**src/rtl/m_a_inv.sv**
```systemverilog
// m_a_inv - preimage search for a fixed 3-input, 2-output function f.
//
// A start request latches a target pair (z1,z2). The block then walks the
// candidate indices 000..111 and reports every index whose f() equals the
// target, or only the first one when EMIT_ALL = 0.
//
// Ports
//   clk    : single clock, rising edge
//   rst    : asynchronous reset, active-high
//   start  : search request, honoured only in IDLE
//   z1, z2 : target pair, sampled when start is accepted
//   x1..x3 : reported preimage (x1 = MSB), held between reports
//   valid  : x1..x3 carry a fresh preimage this cycle
//   busy   : search in progress
//   done   : one-cycle completion pulse
//   count  : preimages found in the current or last search
//
// state | meaning
// IDLE  | waiting for start
// SCAN  | evaluating candidate idx, one per clock
// DONE  | one-cycle completion, done asserted
module m_a_inv #(
    parameter bit EMIT_ALL = 1'b1
) (
    input  logic       clk,
    input  logic       rst,
    input  logic       start,
    input  logic       z1,
    input  logic       z2,
    output logic       x1,
    output logic       x2,
    output logic       x3,
    output logic       valid,
    output logic       busy,
    output logic       done,
    output logic [1:0] count
);

    typedef enum logic [1:0] {
        IDLE = 2'd0,
        SCAN = 2'd1,
        DONE = 2'd2
    } state_t;

    state_t      state, state_nxt;
    logic [2:0]  idx;
    logic [1:0]  target;
    logic [2:0]  x_q;
    logic        valid_q;
    logic [1:0]  count_q;
    logic        match;

    // Forward function, indexed by {x1,x2,x3}; result is {z1,z2}.
    function automatic logic [1:0] f_fwd(input logic [2:0] i);
        logic [1:0] r;
        case (i)
            3'd0:    r = 2'b00;
            3'd1:    r = 2'b10;
            3'd2:    r = 2'b10;
            3'd3:    r = 2'b01;
            3'd4:    r = 2'b10;
            3'd5:    r = 2'b11;
            3'd6:    r = 2'b01;
            default: r = 2'b11;
        endcase
        return r;
    endfunction

    assign match = (f_fwd(idx) == target);

    always_ff @(posedge clk or posedge rst) begin
        if (rst) begin
            state <= IDLE;
        end else begin
            state <= state_nxt;
        end
    end

    always_comb begin
        state_nxt = state;
        busy      = 1'b0;
        done      = 1'b0;
        case (state)
            IDLE: begin
                if (start) begin
                    state_nxt = SCAN;
                end
            end
            SCAN: begin
                busy = 1'b1;
                // Last candidate (idx wraps to 0 on this edge) or early stop.
                if ((idx == 3'd7) || (!EMIT_ALL && match)) begin
                    state_nxt = DONE;
                end
            end
            DONE: begin
                done      = 1'b1;
                state_nxt = IDLE;
            end
            default: begin
                state_nxt = IDLE;
            end
        endcase
    end

    always_ff @(posedge clk or posedge rst) begin
        if (rst) begin
            idx     <= 3'd0;
            target  <= 2'b00;
            x_q     <= 3'd0;
            valid_q <= 1'b0;
            count_q <= 2'd0;
        end else begin
            valid_q <= 1'b0;
            case (state)
                IDLE: begin
                    if (start) begin
                        target  <= {z1, z2};
                        idx     <= 3'd0;
                        count_q <= 2'd0;
                    end
                end
                SCAN: begin
                    idx <= idx + 3'd1;
                    if (match) begin
                        x_q     <= idx;
                        valid_q <= 1'b1;
                        if (count_q != 2'd3) begin
                            count_q <= count_q + 2'd1;
                        end
                    end
                end
                default: begin
                end
            endcase
        end
    end

    assign x1    = x_q[2];
    assign x2    = x_q[1];
    assign x3    = x_q[0];
    assign valid = valid_q;
    assign count = count_q;

endmodule

```
**config.mk**
```make
export PLATFORM = sky130hd
export DESIGN_NAME = m_a_inv
export DESIGN_NICKNAME = d
export VERILOG_FILES = /design/src/rtl/m_a_inv.sv
export SDC_FILE = /design/constraint.sdc
export NUM_CORES = 1
export LEC_CHECK = 0
export ABC_AREA = 1
export BUFFER_PORTS_ARGS = -buffer_cell sky130_fd_sc_hd__buf_2
export CORE_AREA = 2 2 39 41
export CTS_BUF_LIST = sky130_fd_sc_hd__clkbuf_8 sky130_fd_sc_hd__clkbuf_16
export CTS_CLUSTER_DIAMETER = 100
export DETAILED_ROUTE_END_ITERATION = 8
export DIE_AREA = 0 0 41 43
export PLACE_DENSITY_LB_ADDON = 0.1
export REMOVE_ABC_BUFFERS = 1
export SYNTH_ARGS = -nofsm -noshare
export SYNTH_HDL_FRONTEND = slang
export SYNTH_SLANG_ARGS = --single-unit
```
**constraint.sdc**
```tcl
create_clock -name clk -period 3 [get_ports clk]
set_input_delay 0.6 -clock clk [delete_from_list [all_inputs] [get_ports clk]]
set_output_delay 0.6 -clock clk [all_outputs]
set_load 0.03 [all_outputs]
```
==> metrics.yaml <==
run_status:
  status: "completed"
timing:
  hold_violations: 0
  final_min_period_over_clock_period_pct: 59.3
  timing.final.crit_period_ns: 1.78
  max-slew-margin-rel_pct: 66.5
  setup_violators_final: 0
  drv_slew: 0
  rsz0062_at_grt: "false"
  worst-slew-pin-transition_ns: 0.502
  max_freq_ghz: 0.562
  finClkSkew_ns: 0.00144
  fin_setup_tns_ns: 0
drt:
  drc: 0
  drtPass1Iterations: 4
  via_count: 571
  viasPerCell: 4.76
  route.antenna.remaining_nets: 0
  detail_route.wirelength_um: 1240
  detail_route.iter0.violations: 9
  wire_per_inst_um: 10.4
die:
  i_o_pin_cnt: 13
  floorplan.die.height_um: 43
  dieWidth_um: 41
  fp.coreArea_um2: 1380
  initial_core_util_pct: 51.3
  design.die.area_um2: 1760
  num_rows: 14
cts:
  post_cts_resized: 0
  cts_hold_repair.buffers: 0
  clock_tree.buffer_depth: 2
  cts-buffers-inserted: 3
  cts_num_sinks: 13
  cts_tree: "yes"
  root_buffer: "sky130_fd_sc_hd__clkbuf_8"
  postCtsSetupBuffers: 0
  clock_tree.htree_level_count: 1
  clkTransAtPathRegs_ns: 0.05
  worstSkewPairLatency_ns: 0.24
placed_design:
  gp_congestion: 0.816
  detailed_place.area_um2: 790
  placement.io_buffers: 12
  place.detailed.hpwl_um: 961
  placed_cells_incl_taps: 116
power_and_ir_drop:
  power_report.internal_total_uw: 554
  p_leak_nw: 0.468
  netSwitchingPower_uw: 522
  switching_share_pct: 48.5
  share_seq_of_total_power_pct: 28.9
  combinational_group_share_of_total_power_pct: 57.2
  pwr_density_nw_per_um2: 1290
  clockPowerShare_pct: 14.0
  power_mw: 1.08
  vdd_drop_max_uv: 585
synth:
  syn_area_per_cell_um2: 8.06
  synth_top_area_share_pct: 45.9
  area_contributors_post_synth: "sky130_fd_sc_hd__dfrtp_1 (46%), sky130_fd_sc_hd__nand2_1 (12%), sky130_fd_sc_hd__ha_1 (11%), sky130_fd_sc_hd__inv_1 (7.4%), sky130_fd_sc_hd__nand3_1 (6.3%)"
  post-synth-top-area-cell: "sky130_fd_sc_hd__dfrtp_1"
  seq_area_frac_synth_pct: 45.9
  synthesis.area_um2: 709
  post_synthesis_cells: 88
  yosysUniqueCellTypes: 15
  yosysWarningCount: 0
  synth-seq-cells: 13
setup_path:
  startpoint_of_the_worst_slack_reg_to_reg_timing_path: "idx[0]"
  timing.critical_path.cells: "inv_1, nand2_1, inv_1, buf_2"
  critical-path-slowest-cell: "sky130_fd_sc_hd__dfrtp_1"
  worst_ep_arrival_time_ns: 1.18
  critical_path_class: "flip-flop to output port"
  cp_slowest_stage_delay_ns: 0.37
  reg2regPathDepth: 11
  cp_data_required_time_ns: 2.40
  cp-start-kind: "flip-flop"
  critical_path_buf_inv_count: 3
  critical_path_peak_fanout: 5
  endpoint_type_of_the_worst_setup_path: "output port"
  worst-r2r-setup-slack_ns: 1.39
  timing.critical_path.mode_cell: "sky130_fd_sc_hd__inv_1"
  path_delay_family: "buffers and inverters"
  critical_path.reg2reg.endpoint: "x_q[1]"
cells_and_area:
  area_growth_pct: 17.6
  drive_above_1_share_pct: 20.2
  layout.cells.most_common: "sky130_fd_sc_hd__nand2_1"
  finalCoreUtilization_pct: 60.3
  final_area_um2: 835
  finalNonFillerCells: 120
  insertedDiodeCount: 0
  finish.net_count: 116
  highest_count_cells_in_the_layout_ignoring_fill_and_taps: "sky130_fd_sc_hd__nand2_1 (22), sky130_fd_sc_hd__inv_1 (15), sky130_fd_sc_hd__dfrtp_1 (13)"
grt:
  number_of_global_route_vias_before_repair: 529
  grt_first_pass_wirelength_um: 2100
  pin_count_of_the_biggest_net_entering_global_routing: 14
  grt_antenna_before_repair: 0
  gr_util_all_layers_pct: 17.7
  grt-ovfl-total: 0
min_path:
  hold_path.class: "input port to async pin"
flow_run:
  max_cap_viol_count: 0
sequential cells by signal, summed over array words and instances, names as in the netlist:
register and flops:
idx 3, state 2, target 2, valid 1, count 2, x_q 3
synth_stat cells:
cell and n:
sky130_fd_sc_hd__nand4_1 2, sky130_fd_sc_hd__inv_1 14, sky130_fd_sc_hd__nand2_2 3, sky130_fd_sc_hd__and2_1 1, sky130_fd_sc_hd__nand2_1 22, sky130_fd_sc_hd__o21ai_1 3
sky130_fd_sc_hd__nor2_4 1, sky130_fd_sc_hd__nand3_1 9, sky130_fd_sc_hd__inv_2 1, sky130_fd_sc_hd__o21ai_0 4, sky130_fd_sc_hd__a21oi_1 2, sky130_fd_sc_hd__dfrtp_1 13
sky130_fd_sc_hd__ha_1 6, sky130_fd_sc_hd__nor2_1 6, sky130_fd_sc_hd__o21ai_2 1
power groups by stage:
stage	clock, mW	sequential (mW)	combinational [mW]
final	0.150	0.311	0.615
after global routing	0.166	0.320	0.711
after CTS	0.157	0.311	0.623
after detailed placement	0	0.313	0.620
after global placement	0	0.309	0.610
after floorplan	0	0.374	0.429
how the worst max path moves through the flow:
| stage | startpoint | end | slack (ns) | depth (start not counted) |
|---|---|---|---|---|
| 6_report | state[1] | busy | 1.22 | 4 |
| 5_1_grt | state[1] | busy | 1.14 | 4 |
| 4_1_cts | state[1] | busy | 1.22 | 4 |
| 3_5_place_dp | idx[0] | x_q[1] | 1.39 | 11 |
| 3_3_place_gp | idx[0] | x_q[2] | 1.43 | 11 |
| 2_1_floorplan | idx[0] | x_q[0] | 1.54 | 12 |
worst register-to-register path, delay by kind of cell, from the launching register on:
family	cells	cell delay (ns)
AOI/OAI and AO/OA	1	0.06
buffers and inverters	2	0.19
adders and majority gates	1	0.24
DFF	1	0.39
and+or+nand+nor	7	0.61
metrics by stage:
stage	setup WS, ns	hold slack, ns
6_report	1.22	0.378
5_1_grt	1.14	0.423
4_1_cts	1.22	0.400
3_5_place_dp	1.39	0.482
3_3_place_gp	1.43	0.473
2_1_floorplan	1.54	0.477
final cells by class:
cell class              instances  area (um2)
fillers                       136         549
multi-input cells              60         328
flip-flops and latches         13         325
repair buffers                 12        60.1
inverters                      15        56.3
clock buffers                   3        41.3
well taps                      16        20.0
clock inverters                 1        3.75
per-layer routing:
metal / track usage [%] / part of all wire [%] / vias to the layer above
met5: 0 / 0 / -
met4: 8.00 / 1.0 / 0
met3: 6.28 / 4.9 / 2
met2: 25.3 / 48 / 12
met1: 23.3 / 46 / 249
li1: - / - / 308
logic make-up after synthesis:
logic type | Yosys count | share of synthesized area (%)
and+or+nand+nor | 44 | 28.0
DFF | 13 | 45.9
buffers and inverters | 15 | 7.94
adders and majority gates | 6 | 10.6
AOI/OAI and AO/OA | 10 | 7.58
Power figures use the tool's default switching activity.
